--- src/rtl/sl3_link_monitor.sv ---
// SL3 per-port link monitor: lane-lock FSM, neighbour beacon tracking,
// saturating ECC error counters and link health.
module sl3_link_monitor #(
  parameter int NUM_PORTS      = 4,
  parameter int NUM_LANES      = 2,
  parameter int CNT_WIDTH      = 32,
  parameter int LOCK_DEBOUNCE  = 16,
  parameter int BEACON_TIMEOUT = 1024
) (
  input  logic                           clk,
  input  logic                           rst_n,
  input  logic [NUM_PORTS*NUM_LANES-1:0] word_lock,
  input  logic [NUM_PORTS-1:0]           hard_error,
  input  logic [NUM_PORTS-1:0]           sbe_pulse,
  input  logic [NUM_PORTS-1:0]           dbe_pulse,
  input  logic [NUM_PORTS-1:0]           oob_valid,
  input  logic [NUM_PORTS*15-1:0]        oob_data,
  input  logic                           clear_ecc_err_cnt,
  input  logic [NUM_PORTS-1:0]           link_reset,
  output logic [NUM_PORTS*8-1:0]         neighbor_node_id,
  output logic [NUM_PORTS*CNT_WIDTH-1:0] single_bit_ecc_err_cnt,
  output logic [NUM_PORTS*CNT_WIDTH-1:0] double_bit_ecc_err_cnt,
  output logic [NUM_PORTS*2-1:0]         link_state,
  output logic [NUM_PORTS-1:0]           present,
  output logic [NUM_PORTS-1:0]           healthy,
  output logic [NUM_PORTS-1:0]           link_up_event
);

  typedef enum logic [1:0] {
    DOWN    = 2'd0,
    LOCKING = 2'd1,
    UP      = 2'd2,
    FAULT   = 2'd3
  } state_t;

  localparam int DW =
    (LOCK_DEBOUNCE > 1) ? $clog2(LOCK_DEBOUNCE) : 1;
  localparam int TW = $clog2(BEACON_TIMEOUT + 1);

  localparam logic [DW-1:0] DB_LAST = DW'(LOCK_DEBOUNCE - 1);
  localparam logic [TW-1:0] TO_LOAD = TW'(BEACON_TIMEOUT);
  localparam logic [2:0]    ID_TYPE = 3'b001;

  for (genvar p = 0; p < NUM_PORTS; p++) begin : g_port
    logic [NUM_LANES-1:0] lanes;
    logic                 all_lock;
    logic                 any_lock;
    logic                 beacon;
    logic                 unused_oob;
    state_t               state;
    state_t               state_nx;
    logic [DW-1:0]        dcnt;
    logic [DW-1:0]        dcnt_nx;
    logic                 up_evt;
    logic [TW-1:0]        tmo;
    logic [7:0]           nid;
    logic [CNT_WIDTH-1:0] sbe_cnt;
    logic [CNT_WIDTH-1:0] dbe_cnt;

    assign lanes    = word_lock[p*NUM_LANES +: NUM_LANES];
    assign all_lock = &lanes;
    assign any_lock = |lanes;
    assign beacon   = oob_valid[p] &&
                      (oob_data[p*15+12 +: 3] == ID_TYPE);
    assign unused_oob = ^oob_data[p*15+8 +: 4];

    always_comb begin
      state_nx = state;
      dcnt_nx  = dcnt;
      unique case (state)
        DOWN: begin
          if (all_lock && !hard_error[p]) begin
            state_nx = LOCKING;
            dcnt_nx  = '0;
          end
        end
        LOCKING: begin
          if (!all_lock || hard_error[p]) begin
            state_nx = DOWN;
          end else if (dcnt == DB_LAST) begin
            state_nx = UP;
          end else begin
            dcnt_nx = dcnt + 1'b1;
          end
        end
        UP: begin
          if (!all_lock || hard_error[p]) begin
            state_nx = FAULT;
          end
        end
        FAULT: begin
          if (!any_lock && !hard_error[p]) begin
            state_nx = DOWN;
          end
        end
      endcase
      if (link_reset[p]) begin
        state_nx = DOWN;
        dcnt_nx  = '0;
      end
    end

    always_ff @(posedge clk or negedge rst_n) begin
      if (!rst_n) begin
        state  <= DOWN;
        dcnt   <= '0;
        up_evt <= 1'b0;
      end else begin
        state  <= state_nx;
        dcnt   <= dcnt_nx;
        up_evt <= (state_nx == UP) && (state != UP);
      end
    end

    // link_reset drops presence but keeps the last known neighbour ID
    always_ff @(posedge clk or negedge rst_n) begin
      if (!rst_n) begin
        tmo <= '0;
        nid <= 8'hFF;
      end else begin
        if (beacon) begin
          nid <= oob_data[p*15 +: 8];
        end
        if (link_reset[p]) begin
          tmo <= '0;
        end else if (beacon) begin
          tmo <= TO_LOAD;
        end else if (tmo != '0) begin
          tmo <= tmo - 1'b1;
        end
      end
    end

    always_ff @(posedge clk or negedge rst_n) begin
      if (!rst_n) begin
        sbe_cnt <= '0;
        dbe_cnt <= '0;
      end else if (clear_ecc_err_cnt) begin
        sbe_cnt <= '0;
        dbe_cnt <= '0;
      end else begin
        if (sbe_pulse[p] && !(&sbe_cnt)) begin
          sbe_cnt <= sbe_cnt + 1'b1;
        end
        if (dbe_pulse[p] && !(&dbe_cnt)) begin
          dbe_cnt <= dbe_cnt + 1'b1;
        end
      end
    end

    assign link_state[p*2 +: 2]          = state;
    assign present[p]                    = |tmo;
    assign healthy[p]                    = (state == UP) && (|tmo)
                                           && !up_evt;
    assign link_up_event[p]              = up_evt;
    assign neighbor_node_id[p*8 +: 8]    = nid;
    assign single_bit_ecc_err_cnt[p*CNT_WIDTH +: CNT_WIDTH] = sbe_cnt;
    assign double_bit_ecc_err_cnt[p*CNT_WIDTH +: CNT_WIDTH] = dbe_cnt;
  end

endmodule

--- config.mk ---
export PLATFORM = sky130hd
export DESIGN_NAME = sl3_link_monitor
export DESIGN_NICKNAME = d
export VERILOG_FILES = /design/src/rtl/sl3_link_monitor.sv
export SDC_FILE = /design/constraint.sdc
export NUM_CORES = 1
export LEC_CHECK = 0
export BUFFER_PORTS_ARGS = -buffer_cell sky130_fd_sc_hd__buf_2
export CAP_MARGIN = 40
export CORE_MARGIN = 2
export CORE_UTILIZATION = 55
export CTS_CLUSTER_SIZE = 8
export DETAILED_ROUTE_END_ITERATION = 8
export GPL_TIMING_DRIVEN = 0
export PLACE_DENSITY = 0.8
export RECOVER_POWER = 25
export SYNTH_ARGS = -nofsm -noshare
export SYNTH_HDL_FRONTEND = slang
export SYNTH_SLANG_ARGS = --single-unit
--- constraint.sdc ---
create_clock -name clk -period 5.75 [get_ports clk]
set_input_delay 0.2875 -clock clk [delete_from_list [all_inputs] [get_ports clk]]
set_output_delay 0.2875 -clock clk [all_outputs]
set_load 0.02 [all_outputs]
==> results of run 1 <==
[final cells by class]
cell class                 instances  area [um2]  share of cell area
clock buffer                      82        1440              0.0614
buffer                            86         367              0.0157
timing repair buffer             423        2350               0.101
tap                              455         569              0.0244
multi-input combinational       1544        9420               0.403
inverter                          45         169             0.00723
sequential                       360        9050               0.387
[how the worst max path moves through the flow]
stage	start	to	slack, ns	cells past startpoint
2_1_floorplan	g_port[0].sbe_cnt[8]	g_port[0].sbe_cnt[31]	3.17	7
3_3_place_gp	rst_n	g_port[1].sbe_cnt[22]	-2.67	1
3_5_place_dp	g_port[2].dbe_cnt[2]	g_port[2].dbe_cnt[29]	2.72	5
4_1_cts	g_port[3].tmo[0]	healthy[3]	2.70	6
5_1_grt	rst_n	g_port[1].sbe_cnt[11]	1.92	3
6_report	rst_n	g_port[1].sbe_cnt[12]	2.51	3
[where the power goes]
group	total, W	internal, W	switching, W
Sequential	0.00286	0.00272	0.000133
Clock	0.00277	0.00167	0.00109
Combinational	0.00107	0.000422	0.000652
Total	0.00670	0.00482	0.00188
[kinds of logic after synthesis]
family,Yosys count,synth area share
muxes,52,0.0303
AOI/OAI and AO/OA,481,0.147
buffers and inverters,131,0.0282
and+or+nand+nor,921,0.273
xor gates and xnor gates,74,0.0341
DFF,360,0.476
adders and majority gates,16,0.0105
[metrics by stage]
step	worst slack, ns	instance area [um2]	hold WS (ns)	instances
6_report	2.51	23400	0.0888	2995
5_1_grt	1.92	23400	0.0996	2995
4_1_cts	2.70	23400	0.0617	2993
3_5_place_dp	2.72	21600	0.363	2876
3_3_place_gp	-2.67	21500	0.460	2867
2_1_floorplan	3.17	19000	-0.00809	2035
[state kept, by name (all words and copies together), names as in the netlist]
signal and flops:
g_port.dbe_cnt 128, g_port.dcnt 16, g_port.nid 32, g_port.sbe_cnt 128
g_port.state 8, g_port.tmo 44, g_port.up_evt 4
[repair_timing]
item                                    CTS  global route
endpoints found under the setup margin    0             0
hold endpoints to repair                105             0
hold buffers                             35             0
setup buffers                             0             0
[cells in the final DEF (no fill, tap or decap), types with 6 or more instances in the layout]
master and count:
xnor2_1 37, o311ai_0 7, o2111ai_1 6, nand3b_1 10
ha_1 16, o211ai_1 6, clkbuf_1 104, a211oi_1 8
clkbuf_16 53, o21ai_0 141, buf_2 378, a21oi_1 201
or2_2 16, mux2_2 42, dfstp_2 32, dlygate4sd3_1 35
or4_1 67, mux2i_1 8, xor2_1 37, nand4_1 84
nor3_1 41, nor3b_1 10, o41ai_1 6, and3_1 37
o31ai_1 66, nand3_1 98, or3_1 127, nor2b_1 28
and2_1 14, nand2b_1 9, and4_1 29, inv_1 45
nor2_1 158, dfrtp_1 328, a31oi_1 9, nand2_1 125
nor4_1 32
[metal layers]
| layer | vias up | track usage | wire, um |
|---|---|---|---|
| met5 | - | 0 | 0 |
| met4 | 0 | 0.131 | 2010 |
| met3 | 124 | 0.0644 | 4340 |
| met2 | 727 | 0.488 | 26000 |
| met1 | 8978 | 0.399 | 22800 |
| li1 | 8628 | - | - |
[critical path: cells and delay by family]
| family | cells | cell delay (ns) |
|---|---|---|
| buffers and inverters | 3 | 2.93 |
==> out/qor.yml, run 1 <==
dieArea_um2: 36100
clockBufferDepth: 3
ctsRootBufferMaster: "clkbuf_16"
area_delta_synth_final_pct: 22.9
die_w_um: 190
ys_top_cells_by_area: "dfrtp_1 (43%), a21oi_1 (5.3%), dfstp_2 (4.4%)"
routed_wl_mm: 55.2
syn_inst: 2035
avgRoutedWirePerCell_um: 18.4
vias_per_cell: 6.16
worstMarginPinSlew_ns: 2.52
rows: 68
yosysMostFrequentCell: "dfrtp_1"
port_buffers: 377
critPathMaxStageDelay_ns: 1.85
cts_buffers: 50
min_period_ns: 3.24
core_area_um2: 34300
h-tree-depth: 2
dp_hpwl_mm: 38.9
yosys.area.top_type: "dfrtp_1"
worstHoldPathCells: 4
cp.arrival_ns: 3.38
finalHoldViolCount: 0
final_layout_size_suffix_gt1_frac: 0.220
setup.worst_path.end_class: "asynchronous set/reset pin"
initial_core_util: 0.554
hold_path.class: "in2reg"
finClkSkew_ns: 0.0123
drv_cap: 2
yosys_most_used_dff: "dfrtp_1"
vdd_drop_max_uv: 296
fmax_mhz: 308
clk_pin_slew_ns: 0.05
yosysTopAreaCellShare: 0.432
finalCritPeriodShare: 0.564
status: "finished, violations left"
synth_area_um2: 19000
vias: 18457
timing.critical_path.fanout_max: 99
synthTopCellsByCount: "dfrtp_1 (328), a21oi_1 (201), nor2_1 (158)"
critPathKind: "in2async"
clkSinkCount: 360
min_to: "g_port[2].state[1]"
p_total_w: 0.00670
drt-pass1-iter-count: 6
violations: "max-capacitance violations, max-slew violations"
crit_chain: "dlygate4sd3_1 > buf_8 > clkbuf_2"
finalSetupTns_ns: 0
gp_congestion: 0.908
die-height_um: 190
grt_remaining_overflow: 0
rr_worst_depth: 7
post_cts_resized: 0
worst_r2r_startpoint: "g_port[0].sbe_cnt[26]"
grt_max_degree: 100
syn_nets: 2142
slowest_stage: "clkbuf_2"
r2r_end: "g_port[0].sbe_cnt[4]"
setup_viol: 0
min_from: "hard_error[2]"
num_antenna_cells: 0
io_pins: 399
synthArstFlopShare: 1.00
fill_cells: 2680
slew-limit-headroom: -0.680
tritoncts: "built"
synth_cell_type_count: 71
leakage_nw: 10.1
r2r_slack_ns: 2.66
rsz0062_at_grt: "false"
powerDensity_nw_per_um2: 287
required_ns: 5.89
postSynthAreaPerCell_um2: 9.34
grt_pass1_vias: 17620
globalRouteTotalUtil: 0.304
drtAntennaViolNets: 0
yosysWarnings: 0
synth-seq-area-share: 0.476
clk-insertion-delay-late_ns: 0.57
ys_ff_latch: 360
synth_edf_count: 0
crit_path_start_kind: "primary input"
drv_slew: 190
fin_util: 0.681
final_nets: 2617
drtIter0Drc: 1186
antenna_found_initial: 0
drc: 0
grt_pass1_wl_mm: 89.6
Note: power is estimated with default switching activity, not from simulation.
==> inputs of run 2 (changes only) <==
Clock period 5.75 ns to 3.4 ns, I/O delays scaled along.
==> out/qor.yml, run 2 (same netlist as run 1, synthesis figures left out) <==
met2_length_mm: 26.2  # +0.80%
timing.critical_path.fanout_max: 10  # -90%
required_ns: 3.89  # -2.00 ns
vias_per_cell: 6.14  # -0.33%
vias: 18489  # +0.17%
slew-limit-headroom: -0.572  # +0.108
violations: "max-capacitance violations, max-slew violations"
path_common_cell: "clkbuf_1"
initial_core_util: 0.554  # unchanged
rows: 68  # unchanged
drc: 0  # unchanged
fmax_mhz: 324
cp.arrival_ns: 3.57  # +0.19 ns
critPathMaxStageDelay_ns: 0.74  # -1.11 ns
place_ws_ns: 0.373  # -2.35 ns
area_delta_synth_final_pct: 23.8
rsz0062_at_grt: "false"
hold_path.class: "in2reg"
setup.worst_path.end_class: "flop"
drt-met1-wl_mm: 22.8  # -0.11%
clockBufferDepth: 3  # unchanged
setup_viol: 0  # unchanged
leakage_nw: 10.1  # +0.50%
dieArea_um2: 36100  # unchanged
avgRoutedWirePerCell_um: 18.5  # +0.27%
final_layout_size_suffix_gt1_frac: 0.217  # -0.00325
routed_wl_mm: 55.6  # +0.77%
ctsRootBufferMaster: "clkbuf_16"
cp_top_family: "simple AND/OR/NAND/NOR gates"
grt_pass1_vias: 17715  # +0.54%
finalSetupTns_ns: 0  # unchanged
cts_buffers: 50  # unchanged
crit_chain: "nand4_1 > nor4_1 > and4bb_2 > clkbuf_1 > clkbuf_1 > o21ai_0 > a21oi_1"
critPathBufInv: 2  # -1
crit_path_start_kind: "flop"
finalCritPeriodShare: 0.907
fin_hold_ws_ns: 0.0277  # -0.0611 ns
critPathKind: "reg2reg"
worstMarginPinSlew_ns: 2.36  # -0.161 ns
finClkSkew_ns: 0.0121  # -0.000154 ns
tritoncts: "built"
core_area_um2: 34300  # unchanged
vdd_drop_max_uv: 502  # +70%
grt_max_degree: 100  # unchanged
min_period_ns: 3.08
antenna_found_initial: 0  # unchanged
final_nets: 2632  # +0.57%
clkSinkCount: 360  # unchanged
die_w_um: 190  # unchanged
top_layer: "met4"
min_from: "word_lock[1]"
drtIter0Drc: 1149  # -3.1%
drv_slew: 93  # -51%
status: "finished, violations left"
num_antenna_cells: 0  # unchanged
post-cts-setup-buffer-count: 0  # unchanged
wl_met3_mm: 4.53  # +4.4%
final_cell_mix: "buf_2 (373), dfrtp_1 (328), a21oi_1 (201), nor2_1 (158), o21ai_0 (141)"
fill_cells: 2650  # -1.1%
io_pins: 399  # unchanged
dp_hpwl_mm: 38.9  # unchanged
worst_slack_ns: 0.316  # -2.19 ns
grt_pass1_wl_mm: 90.3  # +0.81%
drv_cap: 1  # -1
clk_pin_slew_ns: 0.05  # about the same
top_regs: "g_port.dbe_cnt x128, g_port.sbe_cnt x128, g_port.tmo x44"
drt-pass1-iter-count: 8  # +2
layout_commonest_cell: "buf_2"
worst_r2r_startpoint: "g_port[0].sbe_cnt[25]"
gp_congestion: 0.908  # unchanged
clk-insertion-delay-late_ns: 0.57  # about the same
powerDensity_nw_per_um2: 482  # +68%
grt_remaining_overflow: 0  # unchanged
port_buffers: 377  # unchanged
slowest_stage: "nor4_1"
finalHoldViolCount: 0  # unchanged
h-tree-depth: 2  # unchanged
globalRouteTotalUtil: 0.306  # +0.00260
drtAntennaViolNets: 0  # unchanged
crit_start: "g_port[0].sbe_cnt[25]"
die-height_um: 190  # unchanged
## run 2: power breakdown
part / leakage (nW) / internal [W] / total [W] / switching, W
clock: 0.687 / 0.00283 / 0.00468 / 0.00185
sequential: 4.88 / 0.00461 / 0.00484 / 0.000228
combinational: 4.57 / 0.000725 / 0.00183 / 0.00111
## run 2: timing repair
action | in CTS | in global routing
hold buffers | 50 | 0
resized for setup | 0 | 0
endpoints found under the hold margin | 126 | 0
## run 2: routing by layer
metal  vias up  GRT usage
met4         0      0.133
met1      8987      0.399
met3       132     0.0684
li1       8662          -
met2       708      0.493
met5         -          0
## run 2: final timing paths
path | end | slack (ns) | cells after the start
min in group asynchronous | g_port[3].state[0] | 0.87 | 2
hold / removal | g_port[0].state[0] | 0.03 | 3
hold reg to reg | g_port[1].dcnt[3] | 0.50 | 1
max in group asynchronous | g_port[1].tmo[4] | 0.64 | 3
setup / recovery | g_port[0].sbe_cnt[11] | 0.32 | 7
setup reg to reg | g_port[0].sbe_cnt[11] | 0.32 | 7
## run 2: area by class of cell
| cell class | instances | area [um2] | area share |
|---|---|---|---|
| Clock buffer | 82 | 1440 | 0.0610 |
| Timing Repair Buffer | 438 | 2510 | 0.107 |
| Inverter | 45 | 169 | 0.00718 |
| Multi-Input combinational cell | 1544 | 9420 | 0.401 |
| Sequential cell | 360 | 9050 | 0.385 |
| Buffer | 86 | 367 | 0.0156 |
| Tap cell | 455 | 569 | 0.0242 |
## run 2: stage by stage
step                total power (W)  instances  area (um2)  utilization
global route                 0.0119       3010       23500        0.686
CTS                          0.0114       3008       23600        0.687
finish                       0.0114       3010       23500        0.686
global placement            0.00655       2867       21500        0.626
floorplan                   0.00608       2035       19000            -
detailed placement          0.00667       2876       21600        0.630
## run 2: tightest hold or removal path, delay by kind of cell
| kind | cells | cell delay [ns] |
|---|---|---|
| buffers and inverters | 1 | 0.13 |
| AOI/OAI and AO/OA | 1 | 0.07 |
| and+or+nand+nor | 1 | 0.17 |
